===== src/rtl/motor_pwm_pkg.sv =====
// Shared types and widths for the motor drive path (speed-select FSM and PWM stage).
package motor_pkg;
  localparam int CV_W       = 4;
  localparam int PERIOD_MAX = 15;

  typedef enum logic [1:0] {
    IDLE = 2'd0,
    RAMP = 2'd1,
    HOLD = 2'd2
  } pwm_state_t;
endpackage


===== src/rtl/motor_pwm_if.sv =====
// Control/status bundle between the speed-select FSM (master) and the PWM stage (slave).
interface motor_pwm_if;
  import motor_pkg::*;

  logic            i_en;
  logic [CV_W-1:0] i_cv;
  logic            o_pwm;
  logic [CV_W-1:0] o_duty;
  logic            o_busy;
  logic            o_period_start;

  modport master (
    output i_en, i_cv,
    input  o_pwm, o_duty, o_busy, o_period_start
  );

  modport slave (
    input  i_en, i_cv,
    output o_pwm, o_duty, o_busy, o_period_start
  );
endinterface


===== src/rtl/motor_pwm_tick_gen.sv =====
// Prescaler: one-clock tick every PRESCALE clocks while enabled, held at zero otherwise.
module tick_gen #(
  parameter int PRESCALE = 50
) (
  input  logic i_clk,
  input  logic i_reset_n,
  input  logic i_en,
  output logic o_tick
);
  localparam int              PRE_W    = $clog2(PRESCALE) + 1;
  localparam logic [PRE_W-1:0] PRE_LAST = PRE_W'(PRESCALE - 1);

  logic [PRE_W-1:0] r_pre;

  always_ff @(posedge i_clk or negedge i_reset_n) begin
    if (!i_reset_n) begin
      r_pre <= '0;
    end else if (!i_en || r_pre == PRE_LAST) begin
      r_pre <= '0;
    end else begin
      r_pre <= r_pre + PRE_W'(1);
    end
  end

  assign o_tick = i_en && (r_pre == PRE_LAST);
endmodule


===== src/rtl/motor_pwm.sv =====
// Fixed-frequency PWM drive; duty is latched and slewed one step at a time on period boundaries.
module motor_pwm
  import motor_pkg::*;
#(
  parameter int PRESCALE     = 50,
  parameter int PERIOD       = 15,
  parameter int RAMP_PERIODS = 4
) (
  input  logic        i_clk,
  input  logic        i_reset_n,
  motor_pwm_if.slave  bus
);
  localparam logic [CV_W-1:0]   PER_V     = CV_W'(PERIOD);
  localparam logic [CV_W-1:0]   CNT_LAST  = CV_W'(PERIOD - 1);
  localparam int                RAMP_W    = $clog2(RAMP_PERIODS) + 1;
  localparam logic [RAMP_W-1:0] RAMP_LAST = RAMP_W'(RAMP_PERIODS - 1);
  localparam logic [1:0]        S_IDLE    = IDLE;
  localparam logic [1:0]        S_RAMP    = RAMP;
  localparam logic [1:0]        S_HOLD    = HOLD;

  function automatic logic [CV_W-1:0] sat_cv(input logic [CV_W-1:0] cv);
    return (cv > PER_V) ? PER_V : cv;
  endfunction

  function automatic logic [CV_W-1:0] slew(input logic [CV_W-1:0] cur,
                                           input logic [CV_W-1:0] tgt);
    if (cur < tgt) return cur + CV_W'(1);
    if (cur > tgt) return cur - CV_W'(1);
    return cur;
  endfunction

  logic [1:0]        state;
  logic [CV_W-1:0]   r_cnt;
  logic [RAMP_W-1:0] r_ramp;
  logic [CV_W-1:0]   r_target;
  logic [CV_W-1:0]   r_duty;
  logic              r_pwm;
  logic              r_busy;
  logic              r_start;

  logic              run;
  logic              tick;
  logic              period_end;
  logic              step_end;
  logic [CV_W-1:0]   cnt_nxt;
  logic [CV_W-1:0]   target_nxt;
  logic [CV_W-1:0]   duty_nxt;

  // The prescaler is held in IDLE so the first period after enable is full length.
  assign run = bus.i_en && (state != S_IDLE);

  tick_gen #(.PRESCALE(PRESCALE)) u_tick (
    .i_clk    (i_clk),
    .i_reset_n(i_reset_n),
    .i_en     (run),
    .o_tick   (tick)
  );

  always_comb begin
    period_end = tick && (r_cnt == CNT_LAST);
    step_end   = period_end && (r_ramp == RAMP_LAST);
    cnt_nxt    = r_cnt;
    if (tick) cnt_nxt = (r_cnt == CNT_LAST) ? '0 : r_cnt + CV_W'(1);
    target_nxt = period_end ? sat_cv(bus.i_cv) : r_target;
    duty_nxt   = step_end ? slew(r_duty, target_nxt) : r_duty;
  end

  // Outputs are computed from next-state values so duty, pwm and busy change on the same edge.
  always_ff @(posedge i_clk or negedge i_reset_n) begin
    if (!i_reset_n) begin
      state    <= S_IDLE;
      r_cnt    <= '0;
      r_ramp   <= '0;
      r_target <= '0;
      r_duty   <= '0;
      r_pwm    <= 1'b0;
      r_busy   <= 1'b0;
      r_start  <= 1'b0;
    end else if (!bus.i_en) begin
      state    <= S_IDLE;
      r_cnt    <= '0;
      r_ramp   <= '0;
      r_duty   <= '0;
      r_pwm    <= 1'b0;
      r_busy   <= 1'b0;
      r_start  <= 1'b0;
    end else begin
      r_cnt    <= cnt_nxt;
      r_target <= target_nxt;
      r_duty   <= duty_nxt;
      r_pwm    <= cnt_nxt < duty_nxt;
      r_busy   <= duty_nxt != target_nxt;
      r_start  <= (state == S_IDLE) || period_end;
      if (period_end) r_ramp <= (r_ramp == RAMP_LAST) ? '0 : r_ramp + RAMP_W'(1);
      case (state)
        S_IDLE:  state <= S_RAMP;
        S_RAMP:  if (step_end && duty_nxt == target_nxt) state <= S_HOLD;
        S_HOLD:  if (period_end && target_nxt != r_duty) state <= S_RAMP;
        default: state <= S_IDLE;
      endcase
    end
  end

  assign bus.o_pwm          = r_pwm;
  assign bus.o_duty         = r_duty;
  assign bus.o_busy         = r_busy;
  assign bus.o_period_start = r_start;
endmodule

===== src/flat_wrapper.sv =====
// flat-port wrapper written by rule: the top's interface ports become plain ports
module motor_pwm_flat import motor_pkg::*;
#(
  parameter int PRESCALE     = 50,
  parameter int PERIOD       = 15,
  parameter int RAMP_PERIODS = 4
)
  (i_clk, i_reset_n, bus_i_en, bus_i_cv, bus_o_pwm, bus_o_duty, bus_o_busy, bus_o_period_start);
  motor_pwm_if bus_i ();
  input  logic i_clk;
  input  logic i_reset_n;
  input wire logic [$bits(bus_i.i_en)-1:0] bus_i_en;
  input wire logic [$bits(bus_i.i_cv)-1:0] bus_i_cv;
  output wire logic [$bits(bus_i.o_pwm)-1:0] bus_o_pwm;
  output wire logic [$bits(bus_i.o_duty)-1:0] bus_o_duty;
  output wire logic [$bits(bus_i.o_busy)-1:0] bus_o_busy;
  output wire logic [$bits(bus_i.o_period_start)-1:0] bus_o_period_start;
  assign bus_i.i_en = bus_i_en;
  assign bus_i.i_cv = bus_i_cv;
  assign bus_o_pwm = bus_i.o_pwm;
  assign bus_o_duty = bus_i.o_duty;
  assign bus_o_busy = bus_i.o_busy;
  assign bus_o_period_start = bus_i.o_period_start;
  motor_pwm #(.PRESCALE(PRESCALE), .PERIOD(PERIOD), .RAMP_PERIODS(RAMP_PERIODS)) u_core (.i_clk(i_clk), .i_reset_n(i_reset_n), .bus(bus_i));
endmodule

===== config.mk =====
export PLATFORM = sky130hd
export DESIGN_NAME = motor_pwm_flat
export DESIGN_NICKNAME = d
export VERILOG_FILES = /design/src/rtl/motor_pwm_pkg.sv /design/src/rtl/motor_pwm_if.sv /design/src/rtl/motor_pwm_tick_gen.sv /design/src/rtl/motor_pwm.sv /design/src/flat_wrapper.sv
export SDC_FILE = /design/constraint.sdc
export NUM_CORES = 1
export LEC_CHECK = 0
export CORE_ASPECT_RATIO = 1.1
export CORE_MARGIN = 2
export CORE_UTILIZATION = 54
export CTS_BUF_LIST = sky130_fd_sc_hd__clkbuf_2
export DETAILED_ROUTE_END_ITERATION = 12
export PLACE_DENSITY = 0.77
export SLEW_MARGIN = 25
export SYNTH_ARGS = -nofsm -noshare
export SYNTH_HDL_FRONTEND = slang
export SYNTH_HIERARCHICAL = 1
export SYNTH_SLANG_ARGS = --single-unit

===== constraint.sdc =====
create_clock -name i_clk -period 4.05 [get_ports i_clk]
set_input_delay 1.215 -clock i_clk [delete_from_list [all_inputs] [get_ports i_clk]]
set_output_delay 1.215 -clock i_clk [all_outputs]
set_load 0.02 [all_outputs]

==> impl_results.md, run 1 <==
- Worst-Skew Late Latency: 370 ps
- Clk slew on worst S/H paths: 270 ps
- Worst-Margin Slew: 424 ps
- R2R cell count: 18
- Synth area leader: dfrtp_1
- DR pass1 iterations: 4
- RD Place Congestion: 0.947
- Starting Density: 57.3%
- Layout cells sized above 1: 30.8%
- Number of placement rows: 21
- Total Power: just over 500 uW
- Hold Path Class: flip-flop to flip-flop
- Setup Skew: 1.65 ps
- Period utilisation layout: approximately 99%
- CP startpoint kind: input port
- Worst r2r dst: u_core/state[0]
- CP max-delay cell: or3_1
- Antenna Cells: 0
- Seq/Total Area, Yosys: 38.1%
- Fmax: around 0.25 GHz
- Peak supply drop: 0.000171 V
- Antenna violations before repair: 0
- Post-Place Cell Area: ~2100 sq um
- TritonCTS buffer count: 3
- Post-synth EDFFs: 0
- Final Max Tran Viols: 0
- Commonest register cell after synthesis: dfrtp_1
- Synth Cell Area: 1780 sq um
- Die area: ~3800 sq um
- Number of synthesized register bits: 27
- Total track usage: 25.9%
- IO Port Bufs: 13
- Sequential Area: 676 sq um
- HP Start: u_core/u_tick/r_pre[0]
- Core area: 3100 sq um
- DRC viols: 0
- Commonest non-fill, non-tap cell in the layout: buf_4
- Wirelength per Cell: about 17 microns
- Cts hold-fix bufs: 0
- Maximum clock path buffer count: 2
- H-tree depth: 1
- Drt total wl: 4.68 mm
- RSZ-0062 raised after global routing: yes
- First-pass GRT wire length: 7.38 mm
- Largest net degree at the start of global routing: 28
- Pleak: 0.987 nW
- CTS tree: done
- Crit path max fanout: 4
- Commonest non-fill, non-tap cells in the layout: buf_4, dfrtp_1, nor2_1
- Final ANT Viol Nets: 0
- Layout area overhead: 32.9%
- Fin. Hold Viols: 0
- Number of max-cap violations: 0
- FF-to-FF Start: u_core/u_tick/r_pre[1]
- Crit Path Category: input port to flip-flop
- Share of flip-flops with an asynchronous set or reset: 100%
- Final #Nets: 258
- Fin area: 2360 sq um
- Power Density: 217 nW/um^2
- CTS sink count: 27
- Largest stage delay on the critical path: 380 ps
- DRT iter0 DRCs: 95
- Setup slack after layout: 49.6 ps
- Status: complete, no violations
- Critical Path RT: 4350 ps
- GRT Residual Overflow: 0
- Crit end category: flip-flop
- Via density: 5.89
- Area of the multi-input gates: 1200 sq um
- DP HPWL: 3.15 mm
- Chip Height: approximately 64 microns
- Hold depth: 2
- Synth Area per Inst: 9.10 sq um
- Syn Nets: 212
- Area share of the largest cell type after synthesis: 38.1%
- R2R Setup Slk: 70 ps
- # fillers: 210
- DP Worst Slack: -693 ps
- Root buf cell: clkbuf_2
- Io pins: 14
- Synth area leaders: dfrtp_1, ha_1, xnor2_1, nor2_1, a21oi_1
- Most common cell on crit path: nor2_4
- Tmin final: 4000 ps
- Final setup fails: 0
- Worst slew margin: 71.5%
- Unique masters post-synth: 47
- Die Width: 58.7 microns
- Synth warn: 6
- Min-Delay Endpoint: u_core/u_tick/r_pre[1]
- Synth Instances: 195
- Critical-path cell list: buf_2 -> nor2b_4 -> inv_2 -> nor3_4 -> nand2_2 -> nor2_4 -> mux2i_2 -> inv_1 -> ha_4 -> nand2_4 -> a2111oi_4 -> nor2_2 -> nor2_4 -> a21oi_2 -> mux2i_4 -> xnor2_2 -> or3_1 -> o21ba_1
- Vias in the first global route: 1582
- Via count: 1614
- Crit path DAT: 4300 ps
==> area by class of cell <==
cell class                      count  share of cell area, %
Clock buffer                        3                  0.636
Clock inverter                      1                  0.318
Inverter                            8                   1.27
Multi-Input combinational cell    154                   50.7
Sequential cell                    27                   28.6
Tap cell                           34                   1.80
Timing Repair Buffer               47                   16.6
==> where the power goes <==
group | switching, mW | internal (mW)
Clock | 0.0867 | 0.0229
Combinational | 0.0579 | 0.0565
Sequential | 0.00869 | 0.279
==> synthesized netlist by cell type, drive strengths merged (3+ instances only) <==
| cell type | instances |
|---|---|
| mux2i | 4 |
| ha | 10 |
| xnor2 | 9 |
| nor2 | 20 |
| dfrtp | 27 |
| nor2b | 8 |
| o21ai | 12 |
| and2 | 7 |
| o31ai | 3 |
| a21oi | 13 |
| inv | 8 |
| xor2 | 5 |
| nand2 | 17 |
| o21a | 3 |
| nand3 | 11 |
| or2 | 4 |
| or3 | 4 |
| buf | 4 |
==> cell families (layout without fill, tap and decap cells) <==
logic type | count (synthesis) | count (layout) | synth area share [%]
and+or+nand+nor | 84 | 84 | 25.0
xor gates and xnor gates | 14 | 14 | 6.91
buffers and inverters | 14 | 59 | 3.88
adders and majority gates | 10 | 10 | 7.05
muxes | 5 | 5 | 3.59
DFF | 27 | 27 | 38.1
AOI/OAI and AO/OA | 41 | 41 | 15.5
==> flip-flops by register name, summed over array words and instances, names as in the netlist <==
register and flops:
u_core/u_tick/r_pre 7, u_core/bus.o_duty 4, u_core/r_cnt 4, u_core/r_target 4
u_core/r_ramp 3, u_core/state 2, u_core/bus.o_busy 1, u_core/bus.o_period_start 1
u_core/bus.o_pwm 1
==> stage by stage <==
step	setup TNS (ps)	util, %	instances	hold WS (ps)
after global routing	-172	76.1	274	606
after floorplan	-543	-	195	474
after detailed placement	-3880	69.3	262	526
after CTS	0	75.0	273	582
final	0	76.1	274	577
after global placement	-2950	69.3	262	528
==> routing by layer <==
| layer | global-route usage (%) | part of all wire (%) | wire length, microns |
|---|---|---|---|
| met1 | 30.2 | 39 | 1820 |
| met4 | 9.09 | 2.1 | 99 |
| met3 | 2.83 | 3.6 | 167 |
| met2 | 47.9 | 55 | 2600 |
| met5 | 0 | 0 | 0 |
==> worst max path at each step <==
stage | startpoint | end | slack, ps | depth (start not counted)
6_report | bus_i_en | u_core/state[0] | 50 | 18
5_1_grt | bus_i_en | u_core/bus.o_pwm | -60 | 21
4_1_cts | u_core/u_tick/r_pre[1] | u_core/state[0] | 30 | 18
3_5_place_dp | bus_i_en | u_core/bus.o_pwm | -690 | 19
3_3_place_gp | bus_i_en | u_core/bus.o_pwm | -600 | 18
2_1_floorplan | bus_i_en | u_core/bus.o_pwm | -240 | 18
==> timing repair <==
item,CTS,global route
buffers inserted,7,1
setup endpoints to repair,5,4
resized for setup,19,6
pin swaps,14,5
==> worst max-delay path: cells and delay by family <==
family	cells	cell delay [ps]
xor+xnor	1	100
mux	2	530
fa+ha+maj	1	280
compound gates	3	630
simple gates	8	1280
buf+inv	3	250
Note: power is estimated with default switching activity, not from simulation.
==> inputs of run 2 (changes only) <==
--- a/config.mk
+++ b/config.mk
@@ -10,6 +10,7 @@
 export CORE_UTILIZATION = 54
 export CTS_BUF_LIST = sky130_fd_sc_hd__clkbuf_2
 export DETAILED_ROUTE_END_ITERATION = 12
+export GPL_TIMING_DRIVEN = 0
 export PLACE_DENSITY = 0.77
 export SLEW_MARGIN = 25
 export SYNTH_ARGS = -nofsm -noshare
==> run 2 against run 1 <==
Against the previous run: via count up 0.99%; cell area is essentially flat; sequential cell count stayed put; cell count down 3.3%; setup slack worse by 110 ps; largest power group unchanged; the run now ends with setup timing left; sequential power about the same; critical endpoint is now u_core/bus.o_pwm.
==> impl_results.md, run 2 (same netlist as run 1, synthesis figures left out) <==
- Biggest register: u_core/u_tick/r_pre
- DR pass1 iterations: 5 (+1)
- DRT iter0 DRCs: 126 (+33%)
- RSZ-0062 raised after global routing: yes
- Via density: 6.15 (+4.4%)
- Crit Path Category: flip-flop to flip-flop
- Failing checks: setup timing
- Via count: 1630 (+0.99%)
- Setup slack after layout: -65.3 ps (-115 ps)
- Number of placement rows: 21 (unchanged)
- DRC viols: 0 (unchanged)
- CTS sink count: 27 (unchanged)
- Largest register FFs: 7 (unchanged)
- Sw Share: 29.2% (-0.77 points)
- Commonest non-fill, non-tap cells in the layout: dfrtp_1, buf_4, nor2_1
- Worst slew margin: 59.9% (-12 points)
- GRT Residual Overflow: 0 (unchanged)
- Pint: 364 uW (+1.6%)
- Commonest non-fill, non-tap cell in the layout: dfrtp_1
- Final setup fails: 2 (+2)
- Hold Path Class: flip-flop to flip-flop
- Worst-Margin Slew: 601 ps (+177 ps)
- Met3 WL: 196 microns (+17%)
- Crit path DAT: 4410 ps (+110 ps)
- Final ANT Viol Nets: 0 (unchanged)
- Layout area overhead: 33.0% (about the same)
- Maximum clock path buffer count: 2 (unchanged)
- Power Density: 218 nW/um^2 (+0.40%)
- Net Sw Power: 150 uW (-2.1%)
- Status: finished, violations left
- Io pins: 14 (unchanged)
- Sequential share of power: 56.1% (-0.2 points)
- Crit end category: flip-flop
- Wirelength per Cell: 17.9 microns (+4.7%)
- TritonCTS buffer count: 3 (unchanged)
- Final Max Tran Viols: 0 (unchanged)
- IO Port Bufs: 13 (unchanged)
- Vias in the first global route: 1564 (-1.1%)
- Max layer used: met4
- Worst-Skew Late Latency: 350 ps (-20 ps)
- Core area: 3100 sq um (unchanged)
- Fin. Hold Viols: 0 (unchanged)
- DP HPWL: 2.92 mm (-7.1%)
- Root buf cell: clkbuf_2
- Largest net degree at the start of global routing: 28 (unchanged)
- Clk slew on worst S/H paths: 250 ps (-20 ps)
- Period utilisation layout: 102% (+2.8 points)
- Combinational Power Share: 23.8% (+1.5 points)
- CTS tree: done
- Total track usage: 26.7% (+0.82 points)
- # fillers: 214 (+1.9%)
- Setup Total Neg Slack: -85.9 ps (-85.9 ps)
- Met1 wire length: 1.90 mm (+4.5%)
- Area of the multi-input gates: 1250 sq um (+4.9%)
- CP startpoint kind: flip-flop
- Routed wl met2: 2.56 mm (-1.4%)
- Final #Nets: 249 (-3.5%)
- Antenna Cells: 0 (unchanged)
- RD Place Congestion: 0.799 (-16%)
- Die Width: 58.7 microns (unchanged)
- First-pass GRT wire length: 7.61 mm (+3.1%)
- Critical Path RT: 4350 ps (about the same)
- Pleak: 0.969 nW (-1.8%)
- Clock Power Share: 20.1% (-1.3 points)
- Peak supply drop: 0.000186 V (+8.7%)
- Chip Height: 64.1 microns (unchanged)
- Antenna violations before repair: 0 (unchanged)
- Crit path max fanout: 5 (+1)
- Setup Skew: 11.8 ps (+10.1 ps)
- DP Worst Slack: -1680 ps (-991 ps)
- Drt total wl: 4.74 mm (+1.2%)
- Total Power: 514 uW (+0.45%)
- Sequential Area: 676 sq um (unchanged)
- H-tree depth: 1 (unchanged)
- Layout cells sized above 1: 30.7% (-0.097 points)
- Die area: 3760 sq um (unchanged)
- Fmax: 0.243 GHz (-2.8%)
- Tmin final: 4120 ps (+115 ps)
- Final design utilization: 76.2% (about the same)
- Starting Density: 57.3% (unchanged)
- Number of max-cap violations: 0 (unchanged)
==> run 2: cell types whose count changed in the layout (fill, tap and decap cells not counted), sizes merged <==
cell / previous run / this run
buf: 35 / 25
clkbuf: 3 / 6
clkdlybuf4s50: 12 / 11
clkinvlp: 1 / 0
==> run 2: final timing paths <==
check | startpoint | to | slack (ps) | depth (start not counted)
worst min-delay path | u_core/u_tick/r_pre[0] | u_core/u_tick/r_pre[0] | 530 | 1
worst max register to register | u_core/u_tick/r_pre[1] | u_core/bus.o_pwm | -70 | 18
worst max-delay path | u_core/u_tick/r_pre[1] | u_core/bus.o_pwm | -70 | 18
min in group asynchronous | i_reset_n | u_core/u_tick/r_pre[2] | 820 | 1
max in group asynchronous | i_reset_n | u_core/bus.o_duty[0] | 2840 | 1
worst min register to register | u_core/u_tick/r_pre[0] | u_core/u_tick/r_pre[0] | 530 | 1
==> run 2: repair_timing <==
action,CTS,global route
endpoints found under the hold margin,0,0
endpoints found under the setup margin,8,5
gates resized for setup,29,15
hold buffers,0,0
pin swaps,12,15
setup buffers,13,7
gates cloned,0,0
==> run 2: layer usage <==
layer,up-vias,track usage [%]
met2,51,46.5
met5,-,0
met1,819,35.1
met4,0,6.53
met3,12,3.04
li1,748,-
==> run 2: final cells by class <==
type / instances / share of cell area, %
Multi-Input combinational cell: 154 / 53.2
Sequential cell: 27 / 28.6
Timing Repair Buffer: 32 / 11.8
Buffer: 6 / 2.54
Tap cell: 34 / 1.80
Inverter: 8 / 1.27
Clock buffer: 4 / 0.848
==> run 2: critical path, cell delays in order, from the launching register on <==
cell,delay [ps]
dfrtp_1,460
inv_1,70
ha_2,150
or4b_4,490
nor3_4,290
nand2_4,90
nor2_4,210
mux2i_4,340
ha_4,250
a41oi_2,190
buf_4,140
nand3_1,210
a21oi_4,270
nor2_1,70
a21oi_2,190
ha_1,270
o21a_1,120
o21ai_2,120
o2bb2ai_2,110
==> run 2: through the flow <==
stage	hold WS [ps]	cells	area (sq um)
after CTS	528	259	2240
final	532	265	2360
after global routing	574	265	2360
after global placement	503	242	2000
after floorplan	474	195	1830
after detailed placement	501	242	2000
==> run 2: power groups by stage <==
| stage | clock [mW] | combinational [mW] | sequential (mW) |
|---|---|---|---|
| after CTS | 0.108 | 0.102 | 0.288 |
| after floorplan | 0 | 0.0528 | 0.291 |
| after global routing | 0.116 | 0.132 | 0.290 |
| after global placement | 0 | 0.0779 | 0.291 |
| final | 0.103 | 0.122 | 0.289 |
| after detailed placement | 0 | 0.0812 | 0.292 |
==> RTL change 1, RTL diff (flow settings as in run 1) <==
Reset style: synchronous (`i_reset_n`), changed in 2 clocked blocks.
--- a/src/rtl/motor_pwm_tick_gen.sv
+++ b/src/rtl/motor_pwm_tick_gen.sv
@@ -13,5 +13,5 @@
   logic [PRE_W-1:0] r_pre;
 
-  always_ff @(posedge i_clk or negedge i_reset_n) begin
+  always_ff @(posedge i_clk) begin
     if (!i_reset_n) begin
       r_pre <= '0;
--- a/src/rtl/motor_pwm.sv
+++ b/src/rtl/motor_pwm.sv
@@ -67,5 +67,5 @@
 
   // Outputs are computed from next-state values so duty, pwm and busy change on the same edge.
-  always_ff @(posedge i_clk or negedge i_reset_n) begin
+  always_ff @(posedge i_clk) begin
     if (!i_reset_n) begin
       state    <= S_IDLE;
Behaviour: differs if i_reset_n is asserted again (counterexample within 4 cycles, from zero or initial values and one cycle with i_reset_n low); with i_reset_n held inactive, the same outputs for 10 cycles.
==> RTL change 1 against run 1 <==
- synthesized area fell by 4.9%
- routed wire length shrank 6.4%
- cell area fell by 7.6%
- setup slack improved by 100 ps
- die area shrank 4.5%
- sequential cell count unchanged
- power shrank 7.8%
- synthesized cell count up 1.5%
- largest cell class unchanged
==> RTL change 1: results (changes against run 1) <==
Power:
- The static leakage power is 0.920 nW (-6.8%).
- The maximum VDD drop is 0.241 mV (+41%).
- The switching share of power is 28.1% (-1.8 points).

Clock tree:
- The maximum clock insertion buffer count is 2 (unchanged).
- The number of levels the H-tree was split into came to 1 (unchanged).
- Clock tree synthesis selected as its root buffer the cell clkbuf_2.
- The TritonCTS buffer count is 3 (unchanged).
- The clock latency reported for the late side of the worst-skew pair is 360 ps.
- The post-CTS clock slew at the launch and capture registers of the worst setup and hold paths is 270 ps (about the same).

Final layout:
- The fill cell total of the finished layout is 225 (+7.1%).
- The number of nets in the final layout came to 256 (-0.78%).
- The number of flip-flops in the largest register is 7 (unchanged).
- The proportion of layout cells with a drive suffix above 1 is 29.0% (-1.8 points).
- The total area of multi-input combinational cells is 1200 µm² (unchanged).
- The number of non-filler instances in the completed layout was 272 (-0.73%).
- The antenna diode instance count is 0 (unchanged).
- More flip-flops sit in one register than any other, and that register is u_core/u_tick/r_pre.

Global route:
- The total global routing track utilization is 25.4% (-0.48 points).
- The met3 track demand over resource came to 3.73% (+0.89 points).
- The global-route wire length before repair was 7.26 mm (-1.7%).
- The global-route track usage on met1 is 34.2% (+4.1 points).
- The largest net degree at the start of global routing is 17 (-39%).
- The via count of the first global-routing pass is 1584 (+0.13%).
- The met2 usage was 41.7% (-6.2 points).
- The number of antenna violations at the first check in global routing is 0 (unchanged).

Drt:
- The number of DRC markers after the initial detailed-route iteration was 58 (-39%).
- The iteration count of the initial detailed-routing pass came to 5 (+1).
- The wire length per cell was 16.1 µm (-5.7%).
- The mean number of vias per cell is 6.00 (+1.9%).

Placed design:
- The instance area after placement was 2020 µm² (-5.9%).
- The worst setup timing slack at the placement stage is -660 ps (+33.4 ps).
- The placer's final routability congestion estimate came to 0.955 (+0.82%).
- The half-perimeter wire length of the detailed placement result is 3.12 mm (-0.90%).
- The count of buffers from port buffering is 13 (unchanged).

Logic synthesis:
- The number of nets produced by synthesis was 215 (+1.4%).
- The count of yosys warnings during synthesis is 6 (unchanged).
- The proportion of register bits with asynchronous set or reset after synthesis is 0% (-100 points).
- The number of unique standard cell types used by synthesis was 54 (+15%).
- Sorting the synthesized cells by how often they occur yields 27 x dfxtp_1, 19 x nor2_1, 17 x nand2_1.
- The post-synthesis instance total was 198 (+1.5%).
- Sorting the synthesized cells by area gives the leading types as dfxtp_1 32%, ha_1 7.4%, a21oi_1 4.4%.
- The sequential-to-total area share from yosys stat is 32.0% (-6.1 points).

Outcome:
- The run finished with clean final reports.

STA:
- The top achievable clock speed is 0.256 GHz (+2.6%).
- The worst clock skew on the final layout is 7.01 ps (+5.37 ps).
- The final-report max-slew violation count is 0 (unchanged).
- The headroom to the max-slew limit is 62.8% (-8.6 points).

Critical path:
- The arrival time of data at the critical path endpoint is 4210 ps (-90 ps).
- The register-to-register setup slack is 150 ps (+80 ps).
- The worst-path maximum fanout is 4 (unchanged).

Min path:
- The worst hold path belongs to the class flop to flop.
-- RTL change 1: repair_timing --
action / 4_1_cts / 5_1_grt
pin swaps: 13 / 9
setup buffers: 6 / 3
setup endpoints to repair: 4 / 2
gates resized for setup: 11 / 9
gates cloned: 0 / 0
-- RTL change 1: metrics by stage --
| step | power (W) | hold WS, ps |
|---|---|---|
| 2_1_floorplan | 0.000325 | 432 |
| 3_3_place_gp | 0.000352 | 442 |
| 3_5_place_dp | 0.000355 | 454 |
| 4_1_cts | 0.000468 | 481 |
| 5_1_grt | 0.000493 | 496 |
| 6_report | 0.000472 | 478 |
-- RTL change 1: critical path: stages, from the launching register on --
cell	delay, ps
dfxtp_2	420
ha_1	140
or4b_4	500
nor3_4	220
nand2_2	90
nor2_4	150
mux2i_2	260
inv_1	90
ha_2	180
or4_4	490
nand3_4	80
a31oi_4	110
buf_4	160
mux2i_2	200
xor2_1	110
ha_1	190
a211o_1	290
a31oi_1	150
-- RTL change 1: layout make-up --
cell class	count	share of cell area, %
well taps	34	1.95
flip-flops and latches	27	24.9
multi-input cells	157	54.8
repair buffers	43	16.1
clock buffers	3	0.688
inverters	7	1.20
clock inverters	1	0.344
-- RTL change 1: power by group through the flow --
stage                     Clock [W]  Sequential (W)  Combinational [W]
after CTS                  0.000113        0.000275          0.0000804
after detailed placement          0        0.000280          0.0000754
after floorplan                   0        0.000280          0.0000451
final                      0.000108        0.000275          0.0000889
after global placement            0        0.000279          0.0000727
after global routing       0.000122        0.000276          0.0000940
-- RTL change 1: worst paths after layout --
kind / depth (start not counted) / start / end
worst max-delay path: 17 / u_core/u_tick/r_pre[0]$_SDFF_PP0_ / u_core/bus.o_pwm$_SDFF_PN0_
worst min-delay path: 1 / u_core/u_tick/r_pre[0]$_SDFF_PP0_ / u_core/u_tick/r_pre[0]$_SDFF_PP0_
worst max register to register: 17 / u_core/u_tick/r_pre[0]$_SDFF_PP0_ / u_core/bus.o_pwm$_SDFF_PN0_
worst min register to register: 1 / u_core/u_tick/r_pre[0]$_SDFF_PP0_ / u_core/u_tick/r_pre[0]$_SDFF_PP0_
-- RTL change 1: cells by family after synthesis --
group / Yosys count / share of synthesized area (%)
simple gates: 79 / 25.3
compound gates: 51 / 22.3
flops: 27 / 32.0
buf+inv: 14 / 3.48
xor+xnor: 13 / 7.19
fa+ha+maj: 10 / 7.41
mux: 4 / 2.37
-- RTL change 1: per-layer routing --
layer / part of all wire, % / up-vias
li1: - / 790
met4: 1.2 / 0
met5: 0 / -
met2: 50 / 60
met3: 5.9 / 8
met1: 43 / 774
==> RTL change 2, RTL diff (config.mk and constraints of run 1) <==
Without the edit above. Change the package constant `CV_W` from 4 to 5.
--- a/src/rtl/motor_pwm_pkg.sv
+++ b/src/rtl/motor_pwm_pkg.sv
@@ -1,5 +1,5 @@
 // Shared types and widths for the motor drive path (speed-select FSM and PWM stage).
 package motor_pkg;
-  localparam int CV_W       = 4;
+  localparam int CV_W       = 5;
   localparam int PERIOD_MAX = 15;
 
Interface: changed (resized bus_i_cv and bus_o_duty); port bits go from 14 to 16. The function was not compared with the original's and may differ.
==> RTL change 2 against run 1 <==
- the run now ends with setup timing left
- power is 35% higher
- largest power group unchanged
- combinational power is 38% higher
- global-route usage is 5.5 points higher
- synthesized area is 26% higher
- register-to-register slack worse by 50 ps
- cell area is 36% higher
- critical endpoint is now u_core/bus.o_pwm$_DFF_PN0_
- routed wire length is 57% higher
- die area is 24% higher
- via count is 52% higher
- critical path depth is 1 higher
- core utilization is 5.0 points higher
- setup slack worse by 53 ps
- sequential cell count is 3 higher
==> RTL change 2: results (changes against run 1) <==
Drt:
- The number of DRC markers after the initial detailed-route iteration came to 219 (+130%).
- The iteration count of the initial detailed-routing pass is 5 (+1).

Global route:
- The global-route wire length before repair was 11.1 mm (+50%).

Power:
- The maximum VDD drop was 0.322 mV (+88%).
- The part of the power in registers is 45.4% (-11 points).
- The proportion of power drawn by the clock network is 31.8% (+10 points).

STA:
- The tightest hold margin came to 538 ps (-39.2 ps).
- The headroom to the max-slew limit is 66.0% (-5.5 points).
- The final critical-path setup slack is -3.51 ps (-53.1 ps).
- The number of failing setup endpoints in the final timing report is 1 (+1).

Critical path:
- The number of cells on the worst reg-to-reg path was 17 (-1).
- The highest cell delay on the worst timing path is 500 ps (+120 ps).
- The timing endpoint of the critical path is u_core/bus.o_pwm$_DFF_PN0_.

Clock tree:
- The number of levels the H-tree was split into is 2 (+1).
- The post-CTS clock slew at the launch and capture registers of the worst setup and hold paths was 170 ps (-100 ps).

Outcome:
- The run finished, with violations left.
- The final reports fail on setup timing.

Placed design:
- The half-perimeter wire length of the detailed placement result is 4.58 mm (+46%).
- The worst setup timing slack at the placement stage is -875 ps (-182 ps).
- The count of buffers from port buffering is 15 (+2).
- The instance area after placement is 2860 µm² (+33%).

Logic synthesis:
- The number of unique standard cell types used by synthesis is 61 (+30%).
- The average cell area after synthesis was 8.59 µm² (-5.6%).
- The sequential-to-total area share from yosys stat is 33.5% (-4.6 points).
- Ranked by instance count, the synthesized netlist is headed by 30 x dfrtp_1, 28 x nor2_1, 21 x o21ai_0.

Min path:
- The worst hold path depth is 1 (-1).
- The hold path startpoint is u_core/state[1]$_DFFE_PN0P_.

Final layout:
- The proportion of layout cells with a drive suffix above 1 is 36.7% (+5.9 points).
-- RTL change 2: cell count changes after synthesis, sizes merged, moves of 5 or more --
cell	before	now
clkbuf	2	10
inv	8	13
nor2	20	28
nor3	2	7
o21ai	12	23
or4	0	7
-- RTL change 2: what timing repair did --
item                                   in CTS  in global routing
endpoints found under the hold margin       0                  0
resized for setup                          21                 15
setup endpoints to repair                   4                  4
pin swaps                                  11                 12
buffers inserted                           10                  7
-- RTL change 2: logic make-up (layout without fill, tap and decap cells) --
kind of cell | after synthesis | count (layout) | synth area share, %
AO/OA/AOI/OAI | 66 | 66 | 21.1
XOR/XNOR | 10 | 10 | 3.91
adder cells (fa/ha/maj) | 14 | 14 | 7.70
buffers and inverters | 28 | 102 | 5.30
flip-flops | 30 | 30 | 33.5
multiplexers | 3 | 3 | 1.34
AND/OR/NAND/NOR | 110 | 110 | 27.1
-- RTL change 2: routing by layer --
layer  vias to the layer above  wire, µm  share of wire [%]  track usage [%]
met5                         -         0                  0                0
met4                         0       417                5.7             19.4
met3                        43       493                6.7             5.81
met2                       134      3650                 50             53.7
met1                      1175      2790                 38             36.1
li1                       1100         -                  -                -
-- RTL change 2: final cells by class --
cell class	count	area (µm²)
Tap cell	52	65.1
Timing Repair Buffer	81	662
Sequential cell	30	751
Fill cell	244	748
Clock buffer	5	25.0
Multi-Input combinational cell	203	1600
Inverter	13	68.8
Clock inverter	3	45.0
-- RTL change 2: critical path, delay by kind of cell --
| family | cells | cell delay [ps] |
|---|---|---|
| and+or+nand+nor | 6 | 1080 |
| AOI/OAI and AO/OA | 4 | 840 |
| buffers and inverters | 6 | 660 |
| adders and majority gates | 1 | 230 |
| muxes | 1 | 190 |
| xor gates and xnor gates | 1 | 140 |
